## src/rtl/dmem_arbiter_if.sv

```systemverilog
// Bus bundle between the CPU MEM stage, the DMA requester, the data memory and dmem_arbiter.
// The slave modport is the arbiter's view; master is the surrounding system's view.
interface dmem_arbiter_if #(
    parameter int ADDR_W = 12,
    parameter int DATA_W = 32
);
    logic              cpu_rd;
    logic              cpu_wr;
    logic              cpu_src;
    logic [31:0]       cpu_alu_addr;
    logic [ADDR_W-1:0] cpu_non_alu_addr;
    logic [DATA_W-1:0] cpu_wdata;
    logic              cpu_gnt;
    logic              cpu_rvalid;
    logic [DATA_W-1:0] cpu_rdata;
    logic              stall_mem;

    logic              dma_req;
    logic              dma_we;
    logic              dma_lock;
    logic [ADDR_W-1:0] dma_addr;
    logic [DATA_W-1:0] dma_wdata;
    logic              dma_gnt;
    logic              dma_rvalid;
    logic [DATA_W-1:0] dma_rdata;

    logic              mem_en;
    logic              mem_we;
    logic [ADDR_W-1:0] mem_addr;
    logic [DATA_W-1:0] mem_wdata;
    logic [DATA_W-1:0] mem_rdata;

    modport slave (
        input  cpu_rd, cpu_wr, cpu_src, cpu_alu_addr, cpu_non_alu_addr, cpu_wdata,
        output cpu_gnt, cpu_rvalid, cpu_rdata, stall_mem,
        input  dma_req, dma_we, dma_lock, dma_addr, dma_wdata,
        output dma_gnt, dma_rvalid, dma_rdata,
        output mem_en, mem_we, mem_addr, mem_wdata,
        input  mem_rdata
    );

    modport master (
        output cpu_rd, cpu_wr, cpu_src, cpu_alu_addr, cpu_non_alu_addr, cpu_wdata,
        input  cpu_gnt, cpu_rvalid, cpu_rdata, stall_mem,
        output dma_req, dma_we, dma_lock, dma_addr, dma_wdata,
        input  dma_gnt, dma_rvalid, dma_rdata,
        input  mem_en, mem_we, mem_addr, mem_wdata,
        output mem_rdata
    );
endinterface

```

## src/rtl/dmem_arbiter.sv

```systemverilog
// Single-port data-memory arbiter: CPU MEM stage vs. DMA, CPU-priority with
// starvation override and bounded DMA lock bursts; stalls the pipeline on CPU loss.
module dmem_arbiter #(
    parameter int ADDR_W       = 12,
    parameter int DATA_W       = 32,
    parameter int STARVE_LIMIT = 4,
    parameter int MAX_LOCK     = 8
) (
    input  logic          clk,
    input  logic          rst,
    dmem_arbiter_if.slave bus
);
    localparam int STARVE_W = $clog2(STARVE_LIMIT + 1);
    localparam int LOCK_W   = $clog2(MAX_LOCK + 1);

    typedef enum logic {CPU_OWN, DMA_OWN} state_t;

    state_t              state;
    logic [STARVE_W-1:0] starve_cnt;
    logic [LOCK_W-1:0]   lock_cnt;
    logic [LOCK_W-1:0]   lock_inc;
    logic                cpu_req;
    logic                starve_hit;
    logic                dma_hold;
    logic                dma_win;
    logic                cpu_win;
    logic [ADDR_W-1:0]   cpu_addr;
    logic                unused_addr_bits;

    assign cpu_req    = bus.cpu_rd | bus.cpu_wr;
    assign starve_hit = (starve_cnt == STARVE_W'(STARVE_LIMIT));
    assign dma_hold   = (state == DMA_OWN) & bus.dma_req & bus.dma_lock;
    assign dma_win    = dma_hold | (bus.dma_req & (~cpu_req | starve_hit));
    assign cpu_win    = ~dma_win & cpu_req;
    assign cpu_addr   = bus.cpu_src ? bus.cpu_non_alu_addr : bus.cpu_alu_addr[ADDR_W-1:0];
    assign lock_inc   = lock_cnt + 1'b1;
    assign unused_addr_bits = ^bus.cpu_alu_addr[31:ADDR_W];

    // Grants are gated by rst so every memory-side output is 0 while in reset.
    always_comb begin
        bus.cpu_gnt   = rst & cpu_win;
        bus.dma_gnt   = rst & dma_win;
        bus.stall_mem = rst & cpu_req & ~cpu_win;
        bus.mem_en    = 1'b0;
        bus.mem_we    = 1'b0;
        bus.mem_addr  = '0;
        bus.mem_wdata = '0;
        if (bus.dma_gnt) begin
            bus.mem_en    = 1'b1;
            bus.mem_we    = bus.dma_we;
            bus.mem_addr  = bus.dma_addr;
            bus.mem_wdata = bus.dma_wdata;
        end else if (bus.cpu_gnt) begin
            bus.mem_en    = 1'b1;
            bus.mem_we    = bus.cpu_wr;
            bus.mem_addr  = cpu_addr;
            bus.mem_wdata = bus.cpu_wdata;
        end
    end

    assign bus.cpu_rdata = bus.mem_rdata;
    assign bus.dma_rdata = bus.mem_rdata;

    always_ff @(posedge clk or negedge rst) begin
        if (!rst) begin
            state          <= CPU_OWN;
            starve_cnt     <= '0;
            lock_cnt       <= '0;
            bus.cpu_rvalid <= 1'b0;
            bus.dma_rvalid <= 1'b0;
        end else begin
            bus.cpu_rvalid <= bus.cpu_gnt & ~bus.cpu_wr;
            bus.dma_rvalid <= bus.dma_gnt & ~bus.dma_we;

            if (bus.dma_req & ~bus.dma_gnt) begin
                if (!starve_hit)
                    starve_cnt <= starve_cnt + 1'b1;
            end else begin
                starve_cnt <= '0;
            end

            if (bus.dma_gnt && bus.dma_lock && (lock_inc < LOCK_W'(MAX_LOCK))) begin
                state    <= DMA_OWN;
                lock_cnt <= lock_inc;
            end else begin
                state    <= CPU_OWN;
                lock_cnt <= '0;
            end
        end
    end
endmodule

```

## src/flat_wrapper.sv

```systemverilog
// flat-port wrapper written by rule: the top's interface ports become plain ports
module dmem_arbiter_flat 
#(
    parameter int ADDR_W       = 12,
    parameter int DATA_W       = 32,
    parameter int STARVE_LIMIT = 4,
    parameter int MAX_LOCK     = 8
)
  (clk, rst, bus_cpu_rd, bus_cpu_wr, bus_cpu_src, bus_cpu_alu_addr, bus_cpu_non_alu_addr, bus_cpu_wdata, bus_cpu_gnt, bus_cpu_rvalid, bus_cpu_rdata, bus_stall_mem, bus_dma_req, bus_dma_we, bus_dma_lock, bus_dma_addr, bus_dma_wdata, bus_dma_gnt, bus_dma_rvalid, bus_dma_rdata, bus_mem_en, bus_mem_we, bus_mem_addr, bus_mem_wdata, bus_mem_rdata);
  dmem_arbiter_if #(.ADDR_W(ADDR_W), .DATA_W(DATA_W)) bus_i ();
  input  logic clk;
  input  logic rst;
  input wire logic [$bits(bus_i.cpu_rd)-1:0] bus_cpu_rd;
  input wire logic [$bits(bus_i.cpu_wr)-1:0] bus_cpu_wr;
  input wire logic [$bits(bus_i.cpu_src)-1:0] bus_cpu_src;
  input wire logic [$bits(bus_i.cpu_alu_addr)-1:0] bus_cpu_alu_addr;
  input wire logic [$bits(bus_i.cpu_non_alu_addr)-1:0] bus_cpu_non_alu_addr;
  input wire logic [$bits(bus_i.cpu_wdata)-1:0] bus_cpu_wdata;
  output wire logic [$bits(bus_i.cpu_gnt)-1:0] bus_cpu_gnt;
  output wire logic [$bits(bus_i.cpu_rvalid)-1:0] bus_cpu_rvalid;
  output wire logic [$bits(bus_i.cpu_rdata)-1:0] bus_cpu_rdata;
  output wire logic [$bits(bus_i.stall_mem)-1:0] bus_stall_mem;
  input wire logic [$bits(bus_i.dma_req)-1:0] bus_dma_req;
  input wire logic [$bits(bus_i.dma_we)-1:0] bus_dma_we;
  input wire logic [$bits(bus_i.dma_lock)-1:0] bus_dma_lock;
  input wire logic [$bits(bus_i.dma_addr)-1:0] bus_dma_addr;
  input wire logic [$bits(bus_i.dma_wdata)-1:0] bus_dma_wdata;
  output wire logic [$bits(bus_i.dma_gnt)-1:0] bus_dma_gnt;
  output wire logic [$bits(bus_i.dma_rvalid)-1:0] bus_dma_rvalid;
  output wire logic [$bits(bus_i.dma_rdata)-1:0] bus_dma_rdata;
  output wire logic [$bits(bus_i.mem_en)-1:0] bus_mem_en;
  output wire logic [$bits(bus_i.mem_we)-1:0] bus_mem_we;
  output wire logic [$bits(bus_i.mem_addr)-1:0] bus_mem_addr;
  output wire logic [$bits(bus_i.mem_wdata)-1:0] bus_mem_wdata;
  input wire logic [$bits(bus_i.mem_rdata)-1:0] bus_mem_rdata;
  assign bus_i.cpu_rd = bus_cpu_rd;
  assign bus_i.cpu_wr = bus_cpu_wr;
  assign bus_i.cpu_src = bus_cpu_src;
  assign bus_i.cpu_alu_addr = bus_cpu_alu_addr;
  assign bus_i.cpu_non_alu_addr = bus_cpu_non_alu_addr;
  assign bus_i.cpu_wdata = bus_cpu_wdata;
  assign bus_cpu_gnt = bus_i.cpu_gnt;
  assign bus_cpu_rvalid = bus_i.cpu_rvalid;
  assign bus_cpu_rdata = bus_i.cpu_rdata;
  assign bus_stall_mem = bus_i.stall_mem;
  assign bus_i.dma_req = bus_dma_req;
  assign bus_i.dma_we = bus_dma_we;
  assign bus_i.dma_lock = bus_dma_lock;
  assign bus_i.dma_addr = bus_dma_addr;
  assign bus_i.dma_wdata = bus_dma_wdata;
  assign bus_dma_gnt = bus_i.dma_gnt;
  assign bus_dma_rvalid = bus_i.dma_rvalid;
  assign bus_dma_rdata = bus_i.dma_rdata;
  assign bus_mem_en = bus_i.mem_en;
  assign bus_mem_we = bus_i.mem_we;
  assign bus_mem_addr = bus_i.mem_addr;
  assign bus_mem_wdata = bus_i.mem_wdata;
  assign bus_i.mem_rdata = bus_mem_rdata;
  dmem_arbiter #(.ADDR_W(ADDR_W), .DATA_W(DATA_W), .STARVE_LIMIT(STARVE_LIMIT), .MAX_LOCK(MAX_LOCK)) u_core (.clk(clk), .rst(rst), .bus(bus_i));
endmodule
```

## config.mk

```make
export PLATFORM = sky130hd
export DESIGN_NAME = dmem_arbiter_flat
export DESIGN_NICKNAME = d
export VERILOG_FILES = /design/src/rtl/dmem_arbiter_if.sv /design/src/rtl/dmem_arbiter.sv /design/src/flat_wrapper.sv
export SDC_FILE = /design/constraint.sdc
export NUM_CORES = 1
export LEC_CHECK = 0
export ABC_AREA = 1
export CORE_AREA = 2 2 107 109
export DETAILED_ROUTE_END_ITERATION = 7
export DIE_AREA = 0 0 109 111
export DONT_BUFFER_PORTS = 1
export MAX_ROUTING_LAYER = met4
export PLACE_DENSITY_LB_ADDON = 0.3
export SLEW_MARGIN = 20
export SYNTH_ARGS = -nofsm -noshare
export SYNTH_HDL_FRONTEND = slang
export SYNTH_SLANG_ARGS = --single-unit
```

## constraint.sdc

```tcl
create_clock -name clk -period 2.2 [get_ports clk]
set_clock_uncertainty 0.15 [all_clocks]
set_input_delay 0.44 -clock clk [delete_from_list [all_inputs] [get_ports clk]]
set_output_delay 0.44 -clock clk [all_outputs]
set_load 0.03 [all_outputs]
```

==> impl_metrics.toml, run 1 <==
[outcome]
status = "finished, violations left"
violations = "negative setup slack"

[timing]
period_share_pct = 101
finalMaxSlewViolations = 0
finalHoldViolCount = 0
fin_crit_ns = 2.22
rsz0062_at_grt = "yes"
setup_viol = 4
fin_ws_ns = -0.0244
maxClockFrequency_mhz = 450
tns_ns = -0.0310

[power]
p_per_area_nw_per_um2 = 460
power_leakage_nw = 1.24
max-vdd-ir-drop_v = 0.000197
finalPower_mw = 1.22

[logic_synthesis]
synth-edff-count = 0
ys_seq_area_share_pct = 13.5
synthTopCellsByArea = "buf_4 28%, nand2_1 22%, nand4_1 15%, dfrtp_1 14%, inv_1 3.9%"
yosys_warnings = 0
ys.flop_type = "dfrtp_1"
avgSynthCellArea_sq_um = 6.03
synth_top_cell_by_area = "buf_4"
syn_inst = 307
ys_seq_elements = 10
synth.distinct_cells = 22
ys_async_sr_fraction_pct = 100
synth_most_common_cell = "nand2_1"
syn-cell-area_sq_um = 1850
synth_commonest_cells = "107 x nand2_1, 68 x buf_4, 45 x nand4_1"
syn_nets = 470
yosys.area.top_type_share_pct = 27.6

[finish]
final_cells = 407
final_nets = 429
drive_gt1_share_pct = 52.3
antenna_cells = 0
fin_area_sq_um = 2650
areaGrowthSynthToFinish_pct = 43.0

[clocking]
clk_pin_slew_worst_paths_ns = 0.04
cts_tree = "built"
insertion_delay_ns = 0.23
clock_sinks = 10
cts_max_level = 1
cts_root_buf = "clkbuf_16"
cts_buffers = 3
cts_buffer_depth = 2

[critical_path]
r2r-end = "u_core.starve_cnt[2]$_DFFE_PN0P_"
rr_startpoint = "u_core.starve_cnt[0]$_DFFE_PN0P_"
cp-startpoint = "u_core.starve_cnt[0]$_DFFE_PN0P_"
reg2regPathDepth = 8
slowest_stage = "dfrtp_1"
crit_chain = "inv_2, ha_4, nand2_4, nand3_4, nand2_4, buf_12, nand4_1, nand2_4, buf_12"
cp.arrival_ns = 1.63
crit_path_start_kind = "register"
reg2reg_slack_ns = 0.75
max_stage_delay_ns = 0.36
cp.required_ns = 1.61
cp-endpoint = "bus_mem_addr[10]"
cp-end-kind = "output pin"
crit_path_frequent_cell = "nand2_4"
critPathMaxFanout = 20
crit_type = "reg -> out"

[floorplanning]
dieArea_sq_um = 12100
boundaryPins = 275
die_height_um = 111
rows = 39
die_x_um = 109
start_util_pct = 16.7
core_area_sq_um = 11100

[drt]
routedWlPerCell_um = 16.0
ant_nets = 0
dr_total_vias = 1825
drt_first_pass_iters = 4
route.detailed.drc = 0
via_per_inst = 4.48
drt-total-wl_um = 6510
first_iter_violations = 46

[grt]
grt_use_total_pct = 9.11
grt_pass1_vias = 1589
antenna_found_initial = 0
gr-total-overflow = 0
grt_pass1_wl_um = 8240
grt_max_degree = 49

[place]
post-place-ws_ns = 0.0837
place_inst = 392
place_area_sq_um = 1880
portBuffers = 0
routabilityCongestion = 0.697
hpwl_um = 4260

[worst_hold_path]
hold_path_class = "in -> reg"
min_delay_path_depth = 1

[run]
maxCapViolCount = 0
## metal layers
metal	track usage [%]	share of wire (%)
met5	-	0
met4	4.27	2.7
met3	2.94	11
met2	15.5	50
met1	9.38	36
## registers in the layout, indices dropped and copies added, names as in the netlist
name / count
u_core.bus.cpu_rvalid: 1
u_core.starve_cnt: 3
u_core.lock_cnt: 4
u_core.bus.dma_rvalid: 1
u_core.state: 1
## kinds of logic after synthesis
logic type | after synthesis | synth area share [%]
AND/OR/NAND/NOR | 170 | 43.4
buffers and inverters | 105 | 35.5
AO/OA/AOI/OAI | 16 | 4.32
flip-flops | 10 | 13.5
adder cells (fa/ha/maj) | 3 | 2.03
XOR/XNOR | 2 | 0.946
other | 1 | 0.203
## worst max-delay path: cells and delay by family (launching register included)
kind          cells  cell delay (ns)
simple gates      5             0.55
flops             1             0.36
buf+inv           3             0.32
fa+ha+maj         1             0.16
## power by group
group / switching, mW / internal (mW)
Sequential: 0.0152 / 0.200
Combinational: 0.403 / 0.283
Clock: 0.0802 / 0.235
## metrics by stage
step / utilization, % / hold slack [ns]
after floorplan: - / -0.00559
after global placement: 17.0 / -0.00462
after detailed placement: 17.0 / -0.00474
after CTS: 20.7 / 0.117
after global routing: 23.9 / 0.117
final: 23.9 / 0.121
## cells in the final DEF, fill, tap and decap left out, drive strengths merged
cell,netlist,routed
xor2,1,1
buf,74,33
xnor2,1,1
nor3,3,3
conb,1,1
clkinv,0,1
nand4,45,45
inv,22,21
o21ai,14,14
ha,3,3
clkbuf,9,6
dlygate4sd3,0,1
a21oi,2,2
nand3,6,6
nand2,110,110
nor2,6,6
dfrtp,10,10
## cell type report
cell class              instances  area, sq um
multi-input cells             192         1440
inverters                      22         95.1
flip-flops and latches         10          250
clock buffers                   3         75.1
well taps                     143          179
fillers                      1199         8430
repair buffers                 37          607
## worst min-delay path by stage
stage                    start  slack [ns]                              end
floorplan                  rst      -0.006  u_core.bus.cpu_rvalid$_DFF_PN0_
global placement           rst      -0.005  u_core.bus.dma_rvalid$_DFF_PN0_
detailed placement         rst      -0.005  u_core.bus.dma_rvalid$_DFF_PN0_
CTS                 bus_cpu_wr        0.12  u_core.bus.cpu_rvalid$_DFF_PN0_
global route        bus_dma_we        0.12  u_core.bus.dma_rvalid$_DFF_PN0_
finish              bus_dma_we        0.12  u_core.bus.dma_rvalid$_DFF_PN0_
## repair_timing
action | 4_1_cts | 5_1_grt
hold buffers | 1 | 0
resized for setup | 85 | 69
setup endpoints to repair | 48 | 48
endpoints found under the hold margin | 10 | 0
pin swaps | 13 | 30
buffers inserted | 3 | 4
cloned | 2 | 3
Power figures use the tool's default switching activity.
==> inputs of run 2 (changes only) <==
--- a/config.mk
+++ b/config.mk
@@ -6,10 +6,13 @@
 export NUM_CORES = 1
 export LEC_CHECK = 0
 export ABC_AREA = 1
-export CORE_AREA = 2 2 107 109
+export CELL_PAD_IN_SITES_DETAIL_PLACEMENT = 0
+export CELL_PAD_IN_SITES_GLOBAL_PLACEMENT = 1
+export CORE_AREA = 2 2 106 108
 export DETAILED_ROUTE_END_ITERATION = 7
-export DIE_AREA = 0 0 109 111
+export DIE_AREA = 0 0 108 110
 export DONT_BUFFER_PORTS = 1
+export HOLD_SLACK_MARGIN = 0.05
 export MAX_ROUTING_LAYER = met4
 export PLACE_DENSITY_LB_ADDON = 0.3
 export SLEW_MARGIN = 20
==> run 2 against run 1 <==
  * The run still ends with negative setup slack left
  * Fmax down 0.78%
  * Combinational power down 0.7%
  * Sequential cell count unchanged
  * Sequential share of layout area down 0.14 points
  * Total power down 11%
  * Sequential power about the same
  * Largest cell class unchanged
==> impl_metrics.toml, run 2 (same netlist as run 1, synthesis figures left out) <==
[floorplanning]
die_height_um = 110
core_area_sq_um = 10700
die_x_um = 108
boundaryPins = 275
rows = 38
start_util_pct = 17.3
dieArea_sq_um = 11900

[finish]
num-fill-cells = 1129
final_cell_mix = "80 x nand2_4, 45 x nand4_1, 17 x nand2_1, 16 x inv_1, 16 x buf_12"
reg_top3 = "u_core.lock_cnt x4, u_core.starve_cnt x3"
drive_gt1_share_pct = 52.7
areaGrowthSynthToFinish_pct = 45.2
final_cells = 398
layout_commonest_cell = "nand2_4"
final_nets = 423
largest_reg_flops = 4
antenna_cells = 0
top_register = "u_core.lock_cnt"

[worst_hold_path]
hold_path_class = "in -> reg"
min_delay_path_depth = 1
min_to = "u_core.bus.dma_rvalid$_DFF_PN0_"
min_from = "bus_dma_we"

[power]
power_leakage_nw = 1.36
p_sw_share_pct = 46.1
p_int_mw = 0.586
p_per_area_nw_per_um2 = 405
pwr-share-clk_pct = 17.5
pwr-share-seq_pct = 19.8
p_switching_mw = 0.502
combinationalPowerShare_pct = 62.7
max-vdd-ir-drop_v = 0.000165

[critical_path]
slowest_stage = "dfrtp_1"
cp-startpoint = "u_core.starve_cnt[0]$_DFFE_PN0P_"
crit_chain = "inv_2, ha_4, nand2_4, nand3_4, nand2_8, buf_12, nand4_1, nand2_4, buf_12"
reg2regPathDepth = 8
reg2reg_slack_ns = 0.69
crit_type = "reg -> out"
crit_path_start_kind = "register"
cp-end-kind = "output pin"
critPathMaxFanout = 14
cp.arrival_ns = 1.65
max_stage_delay_ns = 0.36
rr_startpoint = "u_core.starve_cnt[0]$_DFFE_PN0P_"
r2r-end = "u_core.bus.cpu_rvalid$_DFF_PN0_"
cp.required_ns = 1.61

[timing]
period_share_pct = 102
finalHoldViolCount = 0
fin_crit_ns = 2.24
fin_ws_ns = -0.0420
rsz0062_at_grt = "yes"
setup_viol = 10
hold_ws_ns = 0.124
finalMaxSlewViolations = 0
maxClockFrequency_mhz = 446

[clocking]
cts_buffers = 3
cts_tree = "built"
cts_root_buf = "clkbuf_8"
cts_max_level = 1
clock_sinks = 10
insertion_delay_ns = 0.24
clk_pin_slew_worst_paths_ns = 0.05
cts_buffer_depth = 2

[grt]
grt_use_total_pct = 8.94
gr-total-overflow = 0
grt_pass1_wl_um = 8070
grt_pass1_vias = 1548
antenna_found_initial = 0
grt_max_degree = 49

[drt]
routedWlPerCell_um = 17.0
dr_total_vias = 1835
drt-total-wl_um = 6760
route.detailed.drc = 0
first_iter_violations = 42
via_per_inst = 4.61
ant_nets = 0
drt_first_pass_iters = 4

[place]
hpwl_um = 3960
place_inst = 383
portBuffers = 0
routabilityCongestion = 0.682

[run]
maxCapViolCount = 0

[outcome]
status = "finished, violations left"
violations = "negative setup slack"
-- run 2: cell count changes in the layout (fill, tap and decap cells not counted) --
| cell | delta |
|---|---|
| buf_6 | +2 |
| nand2_8 | +1 |
| nand2_2 | -21 |
| clkbuf_16 | -2 |
| nand2_1 | -5 |
| buf_12 | -4 |
| clkbuf_8 | +3 |
| nand2_4 | +25 |
| buf_4 | -5 |
| a21oi_1 | +1 |
| a21oi_2 | -1 |
-- run 2: cell type report --
cell class | count | area (sq um) | area share, %
Clock buffer | 3 | 41.3 | 1.54
Tap cell | 140 | 175 | 6.51
Inverter | 22 | 95.1 | 3.54
Multi-Input combinational cell | 192 | 1590 | 59.1
Sequential cell | 10 | 250 | 9.31
Timing Repair Buffer | 31 | 537 | 20.0
-- run 2: power by group through the flow --
stage | logic, mW | registers [mW] | clock network (mW)
floorplan | 0.574 | 0.213 | 0
global route | 0.728 | 0.218 | 0.207
global placement | 0.478 | 0.215 | 0
finish | 0.682 | 0.215 | 0.190
CTS | 0.564 | 0.213 | 0.192
detailed placement | 0.478 | 0.216 | 0
-- run 2: critical path, delay by kind of cell, from the launching register on --
family                   cells  cell delay (ns)
AND/OR/NAND/NOR              5             0.56
flip-flops                   1             0.36
buffers and inverters        3             0.33
adder cells (fa/ha/maj)      1             0.16
-- run 2: layer usage --
| layer | up-vias | share of wire, % | track usage, % |
|---|---|---|---|
| met5 | - | 0 | - |
| met4 | 0 | 1.9 | 3.75 |
| met1 | 861 | 38 | 10.4 |
| met2 | 114 | 54 | 15.7 |
| met3 | 16 | 6.2 | 0.999 |
| li1 | 844 | - | - |
-- run 2: through the flow --
stage          setup slack [ns]  setup TNS, ns  util [%]  instance area (sq um)  power [mW]
4_1_cts                 -0.0504         -0.624      19.9                   2130       0.969
5_1_grt                  -0.144          -3.77      25.1                   2690        1.15
3_3_place_gp              0.102              0      16.7                   1780       0.693
3_5_place_dp             0.0957              0      16.7                   1780       0.694
2_1_floorplan             0.108              0         -                   1850       0.787
6_report                -0.0420         -0.212      25.1                   2690        1.09
-- run 2: worst max path at each step --
stage,end,slack [ns],cells past startpoint
after global placement,bus_mem_wdata[31],0.10,10
after floorplan,bus_mem_addr[10],0.11,9
final,bus_mem_wdata[5],-0.04,9
after global routing,bus_mem_wdata[5],-0.14,9
after CTS,bus_mem_wdata[31],-0.05,10
after detailed placement,bus_mem_wdata[7],0.1,9
-- run 2: timing repair --
item,CTS,global route
hold endpoints to repair,10,0
hold buffers,1,0
endpoints found under the setup margin,48,49
cloned,2,5
buffers inserted,4,1
gates resized for setup,72,111
pin swaps,12,36
==> inputs of run 3 (changes only) <==
--- a/config.mk
+++ b/config.mk
@@ -8,10 +8,9 @@
 export ABC_AREA = 1
 export CELL_PAD_IN_SITES_DETAIL_PLACEMENT = 0
 export CELL_PAD_IN_SITES_GLOBAL_PLACEMENT = 1
-export CORE_AREA = 2 2 106 108
+export CORE_MARGIN = 1
+export CORE_UTILIZATION = 13
 export DETAILED_ROUTE_END_ITERATION = 7
-export DIE_AREA = 0 0 108 110
-export DONT_BUFFER_PORTS = 1
 export HOLD_SLACK_MARGIN = 0.05
 export MAX_ROUTING_LAYER = met4
 export PLACE_DENSITY_LB_ADDON = 0.3
==> run 3 against run 2 <==
  * The run still ends with negative setup slack left
  * Total power increased by 31%
  * Critical path depth increased by 2
  * Sequential power about the same
  * Core utilization increased by 1.2 points
  * Combinational power increased by 32%
  * First-iteration DRC count increased by 83%
  * Critical path type unchanged
==> impl_metrics.toml, run 3 (same netlist as run 1, synthesis figures left out) <==
[outcome]
status = "finished, violations left"
violations = "negative setup slack"

[finish]
reg_top3 = "u_core.lock_cnt x4, u_core.starve_cnt x3"
final_nets = 580
largest_reg_flops = 4
antenna_cells = 0
layout_commonest_cell = "clkdlybuf4s50_1"
drive_gt1_share_pct = 25.1
top_register = "u_core.lock_cnt"
fin_util_pct = 26.3
areaGrowthSynthToFinish_pct = 97.3
final_cell_mix = "104 x clkdlybuf4s50_1, 98 x nand2_1, 52 x buf_6, 45 x nand4_1"

[drt]
first_iter_violations = 77
drt_first_pass_iters = 6
drt-total-wl_um = 7440
dr_total_vias = 2286
routedWlPerCell_um = 12.5
via_per_inst = 3.84
ant_nets = 0
route.detailed.drc = 0

[timing]
finalHoldViolCount = 0
fin_crit_ns = 2.27
maxClockFrequency_mhz = 440
rsz0062_at_grt = "yes"
fin_ws_ns = -0.0748
finalMaxSlewViolations = 0
tns_ns = -1.26
setup_viol = 38
period_share_pct = 103

[critical_path]
crit_buf_inv = 5
cp-endpoint = "bus_mem_addr[9]"
crit_path_start_kind = "register"
crit_type = "reg -> out"
crit_path_frequent_cell = "nand3_4"
r2r-end = "u_core.bus.cpu_rvalid$_DFF_PN0_"
reg2regPathDepth = 8
crit_chain = "inv_2, ha_4, nand2_4, nand3_4, nand3_4, inv_8, buf_12, buf_16, nand2_1, nand2_2, buf_6"
cp.required_ns = 1.61
slowest_stage = "dfrtp_1"
cp-end-kind = "output pin"
crit_family = "buffers and inverters"
worstSetupPathDepth = 11
reg2reg_slack_ns = 0.70
max_stage_delay_ns = 0.38
critPathMaxFanout = 9
cp.arrival_ns = 1.68
cp-startpoint = "u_core.starve_cnt[1]$_DFFE_PN0P_"
rr_startpoint = "u_core.starve_cnt[1]$_DFFE_PN0P_"

[floorplanning]
die_height_um = 121
die_x_um = 121
core_area_sq_um = 13900
rows = 43
boundaryPins = 275
start_util_pct = 13.3
dieArea_sq_um = 14700

[grt]
grt_use_total_pct = 10.0
grt_pass1_wl_um = 11300
gr-total-overflow = 0
grt_max_degree = 25
grt_pass1_vias = 2269
antenna_found_initial = 0

[clocking]
cts_buffers = 3
clk_pin_slew_worst_paths_ns = 0.04
clock_sinks = 10
cts_root_buf = "clkbuf_16"
cts_tree = "built"
insertion_delay_ns = 0.23
cts_max_level = 1
cts_buffer_depth = 2

[run]
maxCapViolCount = 0

[place]
routabilityCongestion = 0.688
portBuffers = 158
hpwl_um = 5420

[power]
max-vdd-ir-drop_v = 0.000166
power_leakage_nw = 1.72
p_per_area_nw_per_um2 = 391

[worst_hold_path]
hold_path_class = "in -> async"
==> run 3: cell count changes in the layout (fill, tap and decap cells not counted), moves of 2 or more <==
cell,previous run,this run
clkdlybuf4s50_1,0,104
buf_12,16,7
buf_16,1,3
buf_6,3,52
nand2_1,17,98
dlygate4sd2_1,0,4
nand2_4,80,2
nand2_2,12,9
buf_4,6,17
clkbuf_8,3,0
==> run 3: power by group <==
| group | switching, mW | internal [mW] |
|---|---|---|
| sequential | 0.0115 | 0.200 |
| clock | 0.0799 | 0.235 |
| combinational | 0.428 | 0.475 |
| total | 0.520 | 0.910 |
==> run 3: layout make-up <==
cell class	count	area [sq um]
tap	180	225
inverter	22	90.1
timing repair buffer	188	2020
clock buffer	3	75.1
multi-input combinational	192	996
fill	1559	10200
sequential	10	250
==> run 3: repair_timing <==
item / 4_1_cts / 5_1_grt
setup buffers: 12 / 1
gates cloned: 4 / 0
gates resized for setup: 68 / 13
hold buffers: 0 / 0
setup endpoints to repair: 49 / 49
pin swaps: 8 / 3
==> run 3: worst min-delay path by stage <==
stage	from	to	slack [ns]	depth (start not counted)
after CTS	rst	u_core.state$_DFF_PN0_	0.09	2
after global routing	rst	u_core.starve_cnt[1]$_DFFE_PN0P_	0.12	2
after detailed placement	rst	u_core.state$_DFF_PN0_	0.34	2
final	rst	u_core.starve_cnt[1]$_DFFE_PN0P_	0.09	2
after global placement	u_core.lock_cnt[0]$_DFF_PN0_	u_core.lock_cnt[0]$_DFF_PN0_	0.34	1
after floorplan	rst	u_core.bus.cpu_rvalid$_DFF_PN0_	-0.006	0
==> run 3: through the flow <==
| stage | cells | instance area (sq um) | hold slack (ns) | setup WS, ns | total power, mW |
|---|---|---|---|---|---|
| floorplan | 307 | 1850 | -0.00559 | 0.108 | 0.787 |
| global placement | 578 | 3150 | 0.341 | -0.222 | 0.966 |
| detailed placement | 578 | 3150 | 0.339 | -0.223 | 0.966 |
| CTS | 595 | 3620 | 0.0922 | -0.0782 | 1.43 |
| global route | 595 | 3650 | 0.120 | -0.193 | 1.52 |
| finish | 595 | 3650 | 0.0888 | -0.0748 | 1.43 |
==> run 3: layer usage <==
| metal | vias to the layer above | share of wire [%] | GRT usage, % |
|---|---|---|---|
| li1 | 1151 | - | - |
| met4 | 0 | 1.4 | 3.09 |
| met1 | 1011 | 37 | 10.6 |
| met3 | 19 | 7.4 | 1.88 |
| met5 | - | 0 | - |
| met2 | 105 | 54 | 18.6 |
